<file path="config.mk">
export PLATFORM = sky130hd
export DESIGN_NAME = pic_bus_initiator
export DESIGN_NICKNAME = d
export VERILOG_FILES = /design/src/rtl/pic_bus_initiator.sv
export SDC_FILE = /design/constraint.sdc
export NUM_CORES = 1
export LEC_CHECK = 0
export ABC_AREA = 1
export CAP_MARGIN = 20
export CORE_AREA = 2 2 78 80
export DETAILED_ROUTE_END_ITERATION = 10
export DIE_AREA = 0 0 80 82
export PLACE_DENSITY = 0.79
export SLEW_MARGIN = 40
export SYNTH_ARGS = -nofsm -noshare
export SYNTH_HDL_FRONTEND = slang
export SYNTH_SLANG_ARGS = --single-unit
</file>
<file path="constraint.sdc">
create_clock -name clk -period 1.6 [get_ports clk]
set_clock_uncertainty 0.05 [all_clocks]
set_input_delay 0.16 -clock clk [delete_from_list [all_inputs] [get_ports clk]]
set_output_delay 0.16 -clock clk [all_outputs]
set_load 0.005 [all_outputs]
</file>
<file path="src/rtl/pic_bus_initiator.sv">
// CPU-side bus master for the 8259A PIC: runs the ICW1..ICW4 init sequence,
// then single OCW writes / status reads through a valid/ready command port.
module pic_bus_initiator #(
  parameter int unsigned SETUP_CYCLES = 1,
  parameter int unsigned PULSE_CYCLES = 2,
  parameter int unsigned HOLD_CYCLES  = 1
) (
  input  logic       clk,
  input  logic       reset,
  input  logic       init_start,
  input  logic [7:0] icw1,
  input  logic [7:0] icw2,
  input  logic [7:0] icw3,
  input  logic [7:0] icw4,
  input  logic       cmd_valid,
  output logic       cmd_ready,
  input  logic       cmd_read,
  input  logic       cmd_a0,
  input  logic [7:0] cmd_data,
  output logic [7:0] rd_data,
  output logic       rd_data_valid,
  output logic       busy,
  output logic       init_done,
  output logic       chip_select_bar,
  output logic       read_bar,
  output logic       write_bar,
  output logic       A0,
  output logic [7:0] data_bus_out,
  output logic       data_bus_oe,
  input  logic [7:0] data_bus_in
);
  typedef enum logic [1:0] {IDLE, SETUP, STROBE, HOLD} state_e;

  localparam logic [3:0] SETUP_LAST = 4'(SETUP_CYCLES - 1);
  localparam logic [3:0] PULSE_LAST = 4'(PULSE_CYCLES - 1);
  localparam logic [3:0] HOLD_LAST  = 4'(HOLD_CYCLES - 1);

  state_e     state_q, state_d;
  logic [3:0] cnt_q, cnt_d;
  logic [1:0] idx_q, idx_d;
  logic       seq_q, seq_d, done_q, done_d, rd_q, rd_d, a0_q, a0_d, rdv_q, rdv_d;
  logic [7:0] data_q, data_d, rdat_q, rdat_d;
  logic [7:0] icw1_q, icw1_d, icw2_q, icw2_d, icw3_q, icw3_d, icw4_q, icw4_d;
  logic [1:0] next_idx;
  logic       last_icw;
  logic [7:0] icw_sel;

  // Which ICW follows the current one; ICW1 bit1 = single (no ICW3), bit0 = ICW4 needed.
  always_comb begin
    last_icw = 1'b0;
    next_idx = 2'd1;
    icw_sel  = icw1_q;
    case (idx_q)
      2'd0: next_idx = 2'd1;
      2'd1: begin
        if (!icw1_q[1])     next_idx = 2'd2;
        else if (icw1_q[0]) next_idx = 2'd3;
        else                last_icw = 1'b1;
      end
      2'd2: begin
        if (icw1_q[0]) next_idx = 2'd3;
        else           last_icw = 1'b1;
      end
      default: last_icw = 1'b1;
    endcase
    case (idx_q)
      2'd0:    icw_sel = icw1_q;
      2'd1:    icw_sel = icw2_q;
      2'd2:    icw_sel = icw3_q;
      default: icw_sel = icw4_q;
    endcase
  end

  always_comb begin
    state_d = state_q;
    cnt_d   = cnt_q;
    idx_d   = idx_q;
    seq_d   = seq_q;
    done_d  = done_q;
    rd_d    = rd_q;
    a0_d    = a0_q;
    data_d  = data_q;
    rdat_d  = rdat_q;
    rdv_d   = 1'b0;
    icw1_d  = icw1_q;
    icw2_d  = icw2_q;
    icw3_d  = icw3_q;
    icw4_d  = icw4_q;
    busy      = (state_q != IDLE) | seq_q;
    cmd_ready = (state_q == IDLE) & done_q & ~init_start;
    case (state_q)
      IDLE: begin
        if (seq_q) begin
          state_d = SETUP;
          cnt_d   = 4'd0;
          rd_d    = 1'b0;
          a0_d    = 1'b1;
          data_d  = icw_sel;
        end else if (init_start) begin
          icw1_d  = icw1 | 8'h10;
          icw2_d  = icw2 & 8'hF8;
          icw3_d  = icw3;
          icw4_d  = icw4 & 8'h13;
          seq_d   = 1'b1;
          idx_d   = 2'd0;
          done_d  = 1'b0;
          state_d = SETUP;
          cnt_d   = 4'd0;
          rd_d    = 1'b0;
          a0_d    = 1'b0;
          data_d  = icw1 | 8'h10;
        end else if (cmd_valid && cmd_ready) begin
          state_d = SETUP;
          cnt_d   = 4'd0;
          rd_d    = cmd_read;
          a0_d    = cmd_a0;
          data_d  = cmd_data;
        end
      end
      SETUP: begin
        cnt_d = cnt_q + 4'd1;
        if (cnt_q == SETUP_LAST) begin
          state_d = STROBE;
          cnt_d   = 4'd0;
        end
      end
      STROBE: begin
        cnt_d = cnt_q + 4'd1;
        if (cnt_q == PULSE_LAST) begin
          state_d = HOLD;
          cnt_d   = 4'd0;
          if (rd_q) rdat_d = data_bus_in;
        end
      end
      default: begin
        cnt_d = cnt_q + 4'd1;
        if (cnt_q == HOLD_LAST) begin
          state_d = IDLE;
          cnt_d   = 4'd0;
          rdv_d   = rd_q;
          if (seq_q) begin
            if (last_icw) begin
              seq_d  = 1'b0;
              done_d = 1'b1;
            end else begin
              idx_d  = next_idx;
            end
          end
        end
      end
    endcase
  end

  always_ff @(posedge clk) begin
    if (reset) begin
      state_q <= IDLE;
      cnt_q   <= 4'd0;
      idx_q   <= 2'd0;
      seq_q   <= 1'b0;
      done_q  <= 1'b0;
      rd_q    <= 1'b0;
      a0_q    <= 1'b0;
      rdv_q   <= 1'b0;
      data_q  <= 8'h00;
      rdat_q  <= 8'h00;
      icw1_q  <= 8'h00;
      icw2_q  <= 8'h00;
      icw3_q  <= 8'h00;
      icw4_q  <= 8'h00;
    end else begin
      state_q <= state_d;
      cnt_q   <= cnt_d;
      idx_q   <= idx_d;
      seq_q   <= seq_d;
      done_q  <= done_d;
      rd_q    <= rd_d;
      a0_q    <= a0_d;
      rdv_q   <= rdv_d;
      data_q  <= data_d;
      rdat_q  <= rdat_d;
      icw1_q  <= icw1_d;
      icw2_q  <= icw2_d;
      icw3_q  <= icw3_d;
      icw4_q  <= icw4_d;
    end
  end

  assign chip_select_bar = (state_q == IDLE);
  assign write_bar       = ~((state_q == STROBE) & ~rd_q);
  assign read_bar        = ~((state_q == STROBE) & rd_q);
  assign A0              = a0_q;
  assign data_bus_out    = data_q;
  assign data_bus_oe     = (state_q != IDLE) & ~rd_q;
  assign rd_data         = rdat_q;
  assign rd_data_valid   = rdv_q;
  assign init_done       = done_q;
endmodule

</file>
==> results of run 1 <==
-- critical path, stage by stage (launching register included) --
cell,delay (ps)
dfxtp_2,330
inv_2,70
ha_4,140
buf_6,110
buf_4,120
nand4_4,140
nand2_4,140
nand2_8,80
inv_8,90
nand3_1,90
a21oi_2,140
-- logic make-up (layout without fill, tap and decap cells) --
kind of cell / after synthesis / after routing / share of synthesized area (%)
compound gates: 80 / 80 / 15.8
fa+ha+maj: 10 / 10 / 4.75
buf+inv: 51 / 147 / 8.73
flops: 53 / 53 / 40.2
simple gates: 187 / 187 / 30.5
-- worst min path at each step --
stage	from	endpoint	slack [ps]	depth (start not counted)
6_report	icw2[5]	icw2_q[5]	350	3
5_1_grt	icw3[5]	icw3_q[5]	370	3
4_1_cts	icw2[5]	icw2_q[5]	350	3
3_5_place_dp	rd_data[1]	rd_data[1]	390	2
3_3_place_gp	rd_data[0]	rd_data[0]	380	2
2_1_floorplan	icw3[0]	icw3_q[0]	250	2
-- registers in the layout (all words and copies together) (netlist names) --
| register | count |
|---|---|
| data_bus_out | 8 |
| icw1_q | 8 |
| icw3_q | 8 |
| rd_data | 8 |
| icw2_q | 5 |
| cnt_q | 4 |
| icw4_q | 3 |
| idx_q | 2 |
| state_q | 2 |
| A0 | 1 |
| init_done | 1 |
| rd_data_valid | 1 |
| rd_q | 1 |
| seq_q | 1 |
-- report_power, final --
part / leakage (nW) / switching (mW) / internal (mW)
clock: 0.0542 / 0.432 / 0.392
sequential: 0.435 / 0.242 / 1.64
combinational: 1.06 / 1.90 / 1.61
-- cells in the final DEF (no fill, tap or decap), drive strengths merged --
master,instances
nor3,2
dfxtp,53
a21oi,44
clkdlybuf4s15,1
o21a,1
nor2,41
clkinv,1
nand2,116
o211ai,2
clkbuf,8
dlygate4sd2,3
buf,35
or2,3
o21ai,33
clkdlybuf4s50,63
inv,36
ha,10
nand4,6
nand3b,1
nand3,18
-- through the flow --
step	instances	TNS (ps)	utilization (%)	power [mW]	cell area, um^2
6_report	552	0	67.4	6.22	3870
4_1_cts	550	-13.2	65.0	5.76	3730
3_3_place_gp	539	-991	62.1	4.71	3570
5_1_grt	552	-140	67.4	6.69	3870
2_1_floorplan	381	0	-	3.61	2640
3_5_place_dp	539	-1540	62.1	4.79	3570
-- final cells by class --
type	count	area share [%]
clock buffers	7	2.49
inverters	36	3.87
well taps	75	2.42
repair buffers	103	25.1
multi-input cells	277	38.5
flip-flops and latches	53	27.5
clock inverters	1	0.129
-- routing by layer --
layer  global-route usage [%]  vias up  wire length, um
li1                         -     1417                -
met3                     3.41       20              371
met2                     42.2       80             3920
met5                        0        -                0
met1                     26.4     1267             3080
met4                     7.80        0              180
-- timing repair --
action / in CTS / in global routing
endpoints found under the setup margin: 15 / 38
buffers inserted: 3 / 2
cloned: 0 / 0
resized for setup: 23 / 37
endpoints found under the hold margin: 0 / 0
pin swaps: 2 / 6
==> flow_metrics.py, run 1 <==
metrics = {
    "worst_setup_path": {
        "crit_arrival_ps": 1750,
        "worstSetupStartpointType": "flip-flop",
        "setup.worst_path.end": "rd_q",
        "worstRegToRegCells": 10,
        "cp_max_fo": 10,
        "path_class": "reg -> reg",
        "cp_data_required_time_ps": 1790,
        "end_kind": "flip-flop",
        "rrSetupSlack_ps": 40,
        "r2r-end": "rd_q",
        "reg2reg_from": "state_q[1]",
        "crit_path_start": "state_q[1]",
    },
    "global_route": {
        "grt_max_degree": 26,
        "gr-total-overflow": 0,
        "grt_pass1_vias": 2735,
        "antenna_found_initial": 0,
        "grt_usage_pct": 22.6,
        "grt_first_pass_wirelength_um": 11800,
    },
    "run_status": {
        "outcome": "finished, final reports clean",
    },
    "synthesis": {
        "yosys.area.top_type": "dfxtp_1",
        "synthesis.area_um2": 2640,
        "avgSynthCellArea_um2": 6.92,
        "synth_edf_count": 0,
        "yosysMostFrequentCell": "nand2_1",
        "synth-seq-cells": 53,
        "ys_seq_area_share_pct": 40.2,
        "synth_ff_type": "dfxtp_1",
        "netlist_instances": 381,
        "syn_nets": 445,
        "synth_cell_types": 30,
        "synth_top_area_share_pct": 40.2,
        "yosysWarningCount": 0,
        "synthTopCellsByArea": "dfxtp_1 (40%), nand2_1 (16%), a21oi_1 (8.2%)",
        "synth_common_cells": "nand2_1 (112), dfxtp_1 (53), a21oi_1 (43), nor2_1 (37), o21ai_0 (32)",
        "synthArstFlopShare_pct": 0,
    },
    "timing": {
        "min_period_ps": 1560,
        "fmax_ghz": 0.641,
        "fin_hold_ws_ps": 354,
        "setup_ws_ps": 40.2,
        "fin_crit_sh_pct": 97.5,
        "finalHoldViolCount": 0,
        "relSlewSlack_pct": 72.2,
        "worst_pin_slew_ps": 415,
        "drv_slew": 0,
        "setup_viol": 0,
        "rsz0062_at_grt": "yes",
    },
    "floorplanning": {
        "rows": 28,
        "core_um2": 5750,
        "start_util_pct": 45.9,
        "boundaryPins": 79,
        "die_area_um2": 6560,
        "die_w_um": 80,
        "die_h_um": 82,
    },
    "final_layout": {
        "fillers": 487,
        "antennaDiodeCount": 0,
        "drive_gt1_share_pct": 18.7,
        "area_growth_pct": 47.0,
        "multi_input_area_um2": 1490,
        "nets": 540,
        "seq_area_um2": 1070,
    },
    "placement": {
        "place_congestion": 0.921,
        "place_ws_ps": -114,
        "hpwl_um": 5260,
        "portBuffers": 69,
    },
    "cts": {
        "hold_buffers": 0,
        "clk_pin_slew_ps": 90,
        "clock_sinks": 53,
        "cts_root_buf": "clkbuf_8",
        "clockBufferDepth": 2,
        "h-tree-depth": 2,
        "cts_tree": "yes",
        "clk_latency_ps": 300,
        "numCtsBuffers": 5,
    },
    "drt": {
        "firstDrtPassIters": 4,
        "drc_errors": 0,
        "wire_per_inst_um": 13.7,
        "first_iter_violations": 134,
        "vias": 2784,
        "wl_um": 7550,
        "antenna_left": 0,
        "routed_via_density": 5.04,
    },
    "worst_hold_path": {
        "hp-class": "in -> reg",
    },
    "pwr": {
        "leakage_nw": 1.55,
        "power.density_nw_per_um2": 1610,
        "ir_drop_mv": 1.07,
    },
    "run": {
        "maxCapViolCount": 0,
    },
}
Power figures use the tool's default switching activity.
==> inputs of run 2 (changes only) <==
Settings changed: CORE_AREA 2 2 78 80 to 2 2 106 108, DIE_AREA 0 0 80 82 to 0 0 108 110, PLACE_DENSITY 0.79 to default.
==> run 2 against run 1 <==
Effect of this change:
- sequential cell count stayed put
- non-clock buffer count is 7 higher
- utilization is 30 points lower
- total power is 0.17% higher
- clock power is 6.4% lower
- critical endpoint is now cnt_q[3]
- combinational power is 3% higher
- die area is 81% higher
- final area is 3.6% higher
- sequential power hardly changed
- setup slack worse by 18 ps
- fmax is 1.1% lower
- largest power group unchanged
==> flow_metrics.py, run 2 (synthesis gave the netlist of run 1 again) <==
metrics = {
    "worst_setup_path": {
        "path_class": "reg -> reg",
        "crit_buf_inv": 5,
        "path_cells": "inv_2 > ha_4 > buf_6 > buf_4 > buf_6 > nand3_4 > inv_2 > o21ai_4 > nor2_1",
        "critPathSlowestCell": "dfxtp_2",
        "worstSetupStartpointType": "flip-flop",
        "crit_arrival_ps": 1740,
        "cp_data_required_time_ps": 1760,
        "cpLargestDelayFamily": "buffers and inverters",
        "end_kind": "flip-flop",
        "cp_slowest_stage_delay_ps": 350,
        "cp_max_fo": 8,
    },
    "pwr": {
        "leakage_nw": 1.58,
        "internal_power_mw": 3.67,
        "power.density_nw_per_um2": 1550,
        "p_comb_share_pct": 57.7,
        "clkPwrFrac_pct": 12.4,
        "p_switching_mw": 2.56,
        "pwr-share-seq_pct": 29.9,
        "ir_drop_mv": 0.708,
        "swShare_pct": 41.1,
    },
    "floorplanning": {
        "die_area_um2": 11900,
        "rows": 38,
        "die_h_um": 110,
        "start_util_pct": 24.6,
        "boundaryPins": 79,
        "die_w_um": 108,
        "core_um2": 10700,
    },
    "drt": {
        "routed_via_density": 4.42,
        "vias": 2763,
        "drc_errors": 0,
        "wl_um": 7770,
        "first_iter_violations": 148,
        "firstDrtPassIters": 4,
        "wire_per_inst_um": 12.4,
        "antenna_left": 0,
    },
    "placement": {
        "place_congestion": 0.845,
        "portBuffers": 69,
        "place_area_um2": 3670,
        "hpwl_um": 5680,
    },
    "timing": {
        "fin_crit_sh_pct": 98.6,
        "fmax_ghz": 0.634,
        "setup_viol": 0,
        "worst_pin_slew_ps": 250,
        "min_period_ps": 1580,
        "rsz0062_at_grt": "yes",
        "relSlewSlack_pct": 83.2,
        "drv_slew": 0,
        "finalHoldViolCount": 0,
        "fin_hold_ws_ps": 354,
    },
    "global_route": {
        "grt_first_pass_wirelength_um": 12300,
        "grt_usage_pct": 13.1,
        "gr-total-overflow": 0,
        "antenna_found_initial": 0,
        "grt_pass1_vias": 2685,
        "grt_max_degree": 26,
    },
    "cts": {
        "cts_root_buf": "clkbuf_8",
        "clk_pin_slew_ps": 100,
        "hold_buffers": 0,
        "clock_sinks": 53,
        "cts_tree": "yes",
        "numCtsBuffers": 5,
        "h-tree-depth": 2,
        "clockBufferDepth": 2,
        "clk_latency_ps": 310,
    },
    "final_layout": {
        "seq_area_um2": 1060,
        "mostFrequentLayoutCell": "nand2_1",
        "multi_input_area_um2": 1500,
        "final_area_um2": 4010,
        "area_growth_pct": 52.2,
        "final_cell_mix": "nand2_1 (105), clkdlybuf4s50_1 (63), dfxtp_1 (50)",
        "nets": 548,
        "antennaDiodeCount": 0,
        "fillers": 1121,
        "drive_gt1_share_pct": 22.7,
    },
    "run": {
        "maxCapViolCount": 0,
    },
    "worst_hold_path": {
        "hp-class": "in -> reg",
    },
    "run_status": {
        "outcome": "finished, final reports clean",
    },
}
-- run 2: cell count changes in the layout (fill, tap and decap cells not counted), moves of 3 or more --
cell and change:
buf_6 +5, nor2_4 -3, a21oi_1 -6, nand2_2 +4, buf_4 +3, nor2_2 +4
nand2_1 -3, o21ai_0 -3, a21oi_2 +6
-- run 2: through the flow --
stage / instances / setup TNS [ps] / power, mW / setup slack (ps) / utilization (%)
3_3_place_gp: 607 / -603 / 4.84 / -46.9 / 34.3
5_1_grt: 625 / -338 / 6.76 / -44.1 / 37.5
2_1_floorplan: 381 / 0 / 3.61 / 128 / -
4_1_cts: 619 / 0 / 5.84 / 19.6 / 35.7
3_5_place_dp: 607 / -2640 / 4.90 / -114 / 34.3
6_report: 625 / 0 / 6.23 / 22.4 / 37.5
-- run 2: final cells by class --
type | count | share of cell area (%)
Clock buffer | 6 | 1.81
Clock inverter | 2 | 0.374
Multi-Input combinational cell | 278 | 37.4
Timing Repair Buffer | 110 | 25.7
Inverter | 36 | 3.87
Tap cell | 140 | 4.37
Sequential cell | 53 | 26.5
-- run 2: metal layers --
layer,GRT usage [%],vias up,part of all wire [%],wire [um]
li1,-,1431,-,-
met1,17.0,1265,46,3560
met2,22.1,56,48,3740
met3,2.41,11,4.6,355
met4,4.03,0,1.5,114
met5,0,-,0,0
-- run 2: power by group through the flow --
stage          logic, mW  registers, mW  clock network, mW
2_1_floorplan       1.77           1.83                  0
3_3_place_gp        2.98           1.86                  0
3_5_place_dp        3.03           1.87                  0
4_1_cts             3.18           1.85              0.802
5_1_grt             4.00           1.91              0.855
6_report            3.60           1.87              0.771
-- run 2: timing repair --
action,in CTS,in global routing
hold endpoints to repair,0,0
setup endpoints to repair,46,47
gates resized for setup,28,55
pin swaps,1,13
buffers inserted,4,5
cloned,0,2
-- run 2: final timing paths --
kind / start / endpoint / slack (ps) / cells past startpoint
worst max register to register: state_q[0] / cnt_q[3] / 20 / 9
worst max-delay path: state_q[0] / cnt_q[3] / 20 / 9
worst min-delay path: icw2[3] / icw2_q[3] / 350 / 3
worst min register to register: rd_data[1] / rd_data[1] / 400 / 2
-- run 2: worst reg2reg max path: stages (launching register included) --
cell,delay [ps]
dfxtp_2,350
inv_2,60
ha_4,170
buf_6,130
buf_4,140
buf_6,120
nand3_4,130
inv_2,80
o21ai_4,190
nor2_1,60
==> inputs of run 3 (changes only) <==
Settings changed: CORE_AREA 2 2 106 108 to 2 2 78 80, DIE_AREA 0 0 108 110 to 0 0 80 82, PLACE_DENSITY from default to 0.79.
==> results of run 3 <==
Same layout as run 1: the final DEF is identical, and so are final timing and power.
==> edit 1, RTL diff (settings of run 3) <==
Change the parameter `HOLD_CYCLES` from 1 to 0.
--- a/src/rtl/pic_bus_initiator.sv
+++ b/src/rtl/pic_bus_initiator.sv
@@ -4,5 +4,5 @@
   parameter int unsigned SETUP_CYCLES = 1,
   parameter int unsigned PULSE_CYCLES = 2,
-  parameter int unsigned HOLD_CYCLES  = 1
+  parameter int unsigned HOLD_CYCLES  = 0
 ) (
   input  logic       clk,
Function: changed (a bounded check fails within 10 cycles, from zero or initial values and one cycle with reset high).
==> edit 1 against run 3 <==
Maximum frequency rose by 1.4%; area after synthesis grew 0.95%; cell area is 5.5% lower; setup slack better by 0.021 ns; sequential cell count stayed put; non-clock buffer count fell by 12; power decreased by 9.3%; wire length down 6.1%; critical path type is now reg -> out; critical endpoint is now data_bus_oe; highest routed layer unchanged.
==> edit 1: results <==
group,metric,value,unit
cells_and_area,seq_area_frac,0.291,
cells_and_area,clock_buffers,6,
critical_path,critPathMaxStageDelay,0.35,ns
placed_design,post-place-ws,-0.0969,ns
power_and_ir_drop,switching_power_as_a_share_of_total_power,0.412,
worst_hold_path,worst_min_delay_path_endpoint,"icw3_q[5]",
power_and_ir_drop,combinationalPowerShare,0.543,
cells_and_area,drive_gt1_frac,0.133,
critical_path,crit-reg2reg-capture,"icw1_q[2]",
critical_path,timing.reg2reg.worst_path_depth,8,
cells_and_area,final_area,3660,um2
cells_and_area,inverters_excl_clock,38,
power_and_ir_drop,power.ir.vdd_worst,0.672,mV
routing,drt_iter0_markers,107,
critical_path,cp.arrival,1.33,ns
cells_and_area,nNonClkBuffers,91,
yosys,ys_top_cells_by_count,"nand2_1 (81), dfxtp_1 (53), a21oi_1 (49), nand3_1 (36), inv_1 (34)",
placed_design,placed_cells_incl_taps,523,
yosys,seq_area_frac_synth,0.399,
timing,slew_headroom,0.522,
critical_path,crit_family,"buffers and inverters",
worst_hold_path,hold_path.startpoint,"icw3[5]",
grt,grt_first_pass_wirelength,11400,um
cells_and_area,fill_cells,531,
yosys,synth.net_count,442,
run_status,run_status,"complete, no violations",
power_and_ir_drop,leakage,1.40,nW
grt,number_of_global_route_vias_before_repair,2624,
critical_path,crit_path_max_fanout,6,
yosys,synth.top_cells.by_area,"dfxtp_1 (40%), nand2_1 (11%), a21oi_1 (9.2%)",
timing,setup_slack,0.0611,ns
routing,total_detailed_routing_wirelength,7090,um
grt,grt_use_total,0.221,
yosys,syn_inst,377,
critical_path,ff2ff_setup_slack,0.06,ns
timing,hold_slack,0.368,ns
critical_path,critical_path.endpoint,"data_bus_oe",
grt,grt_start_max_net_pins,30,
placed_design,detailed_place_hpwl,5300,um
placed_design,routabilityCongestion,0.886,
routing,vias,2760,
cells_and_area,multiInputGateArea,1410,um2
cells_and_area,stdcell_count,533,
placed_design,dpl-instance-area,3510,um2
cells_and_area,buffer_area_frac,0.234,
cells_and_area,clkCellAreaFrac,0.0239,
cells_and_area,multi_input_gates,268,
==> edit 1: repair_timing <==
action,CTS,global route
setup buffers,0,2
pin swaps,0,2
hold buffers,0,0
endpoints found under the setup margin,9,16
gates resized for setup,19,11
hold endpoints to repair,0,0
==> edit 1: worst min-delay path: cells and delay by family <==
kind	cells	cell delay, ns
AOI/OAI and AO/OA	1	0.06
and+or+nand+nor	1	0.08
buffers and inverters	1	0.40
==> edit 1: logic make-up after synthesis <==
family	after synthesis	share of synthesized area
buf+inv	56	0.0898
flops	53	0.399
simple gates	171	0.293
fa+ha+maj	11	0.0517
compound gates	86	0.166
==> edit 1: metal layers <==
layer | vias up | track usage | wire length (um) | share of wire
li1 | 1399 | - | - | -
met1 | 1266 | 0.241 | 2970 | 0.42
met2 | 80 | 0.417 | 3580 | 0.51
met3 | 15 | 0.0352 | 361 | 0.051
met4 | 0 | 0.103 | 180 | 0.025
met5 | - | 0 | 0 | 0
==> edit 2, RTL diff (settings of run 3) <==
Without the edit above. Encoding of `state_e`: now one-hot (4 bits for 4 states).
--- a/src/rtl/pic_bus_initiator.sv
+++ b/src/rtl/pic_bus_initiator.sv
@@ -30,5 +30,5 @@
   input  logic [7:0] data_bus_in
 );
-  typedef enum logic [1:0] {IDLE, SETUP, STROBE, HOLD} state_e;
+  typedef enum logic [3:0] {IDLE = 4'b0001, SETUP = 4'b0010, STROBE = 4'b0100, HOLD = 4'b1000} state_e;
 
   localparam logic [3:0] SETUP_LAST = 4'(SETUP_CYCLES - 1);
Function: no difference found for any inputs over 10 cycles, from zero or initial values and one cycle with reset high; not proved beyond that.
==> edit 2 against run 3 <==
Wire length increased by 8.1%; critical path type unchanged; first-iteration DRC count increased by 61%; power increased by 13%; cell area increased by 10%; area after synthesis increased by 11%; highest routed layer unchanged; critical endpoint is now idx_q[0]; sequential cell count increased by 2; setup slack got worse by 0.037 ns; final cell count increased by 3.4%.
==> edit 2: results <==
group,metric,value,unit
yosys,synthesized_area_fraction_occupied_by_ao_oa_aoi_and_oai_cells,0.169,
placed_design,placed_cells_incl_taps,548,
routing,wl_met2,4050,um
yosys,synth.net_count,461,
power_and_ir_drop,power.ir.vdd_worst,1.07,mV
cells_and_area,layout.nets,556,
run_status,run_status,"complete, no violations",
routing,detailed_route_wirelength_on_metal3,495,um
yosys,syn_inst,400,
critical_path,critPathMaxStageDelay,0.36,ns
timing,tightest_slew,0.357,ns
grt,number_of_global_route_vias_before_repair,2552,
yosys,netlist-cell-type-count,32,
power_and_ir_drop,leakage,1.70,nW
cells_and_area,fill_cells,449,
power_and_ir_drop,power_density,1640,nW/um2
yosys,synth.top_cells.by_area,"dfxtp_1 (38%), nand2_1 (12%), nor2_1 (5.5%)",
critical_path,timing.reg2reg.worst_path_depth,9,
yosys,seq_area_frac_synth,0.375,
cells_and_area,stdcell_count,571,
cells_and_area,drive_gt1_frac,0.276,
critical_path,timing.rr.start,"state_q[3]",
clock_tree,post_cts_buffers,8,
placed_design,detailed_place_hpwl,5320,um
placed_design,post-place-ws,-0.112,ns
yosys,ys_top_cells_by_count,"nand2_1 (96), dfxtp_1 (55), nor2_1 (43), nand3_1 (30), o21ai_0 (29)",
edit 2: cell count changes in the layout (fill, tap and decap cells not counted), moves of 4 or more:
cell | run 3 | this run
a21oi_2 | 5 | 22
nand3_2 | 0 | 12
o21ai_0 | 28 | 23
nor2_1 | 32 | 38
nand2_1 | 108 | 90
nand2_4 | 1 | 5
nand3_1 | 17 | 29
nand3b_1 | 1 | 6
inv_1 | 28 | 20
a21oi_1 | 39 | 18
edit 2: metal layers:
layer / GRT usage / vias up
met5: 0 / -
met4: 0.0407 / 0
met3: 0.0286 / 16
met2: 0.383 / 108
met1: 0.308 / 1372
li1: - / 1501
edit 2: final cells by class:
cell class	count	share of cell area
Sequential cell	55	0.262
Inverter	30	0.0282
Multi-Input combinational cell	295	0.420
Tap cell	75	0.0220
Clock buffer	8	0.0235
Timing Repair Buffer	108	0.244
edit 2: cells by family (layout without fill, tap and decap cells):
group	after synthesis	after routing
flip-flops	55	55
AO/OA/AOI/OAI	80	80
buffers and inverters	51	146
XOR/XNOR	1	1
adder cells (fa/ha/maj)	7	7
AND/OR/NAND/NOR	206	207
edit 2: worst min path at each step:
| stage | depth (start not counted) | to | from | slack, ns |
|---|---|---|---|---|
| final | 3 | icw3_q[7] | icw3[7] | 0.37 |
| after global routing | 3 | icw2_q[3] | icw2[3] | 0.38 |
| after CTS | 3 | icw2_q[3] | icw2[3] | 0.37 |
| after detailed placement | 2 | icw1_q[4] | icw1_q[4] | 0.40 |
| after global placement | 2 | icw3_q[4] | icw3_q[4] | 0.38 |
| after floorplan | 2 | rd_data[0] | data_bus_in[0] | 0.24 |
edit 2: power by group:
| part | internal [mW] | switching, mW |
|---|---|---|
| clock network | 0.396 | 0.445 |
| logic | 1.91 | 2.26 |
| registers | 1.74 | 0.257 |
| total | 4.05 | 2.96 |
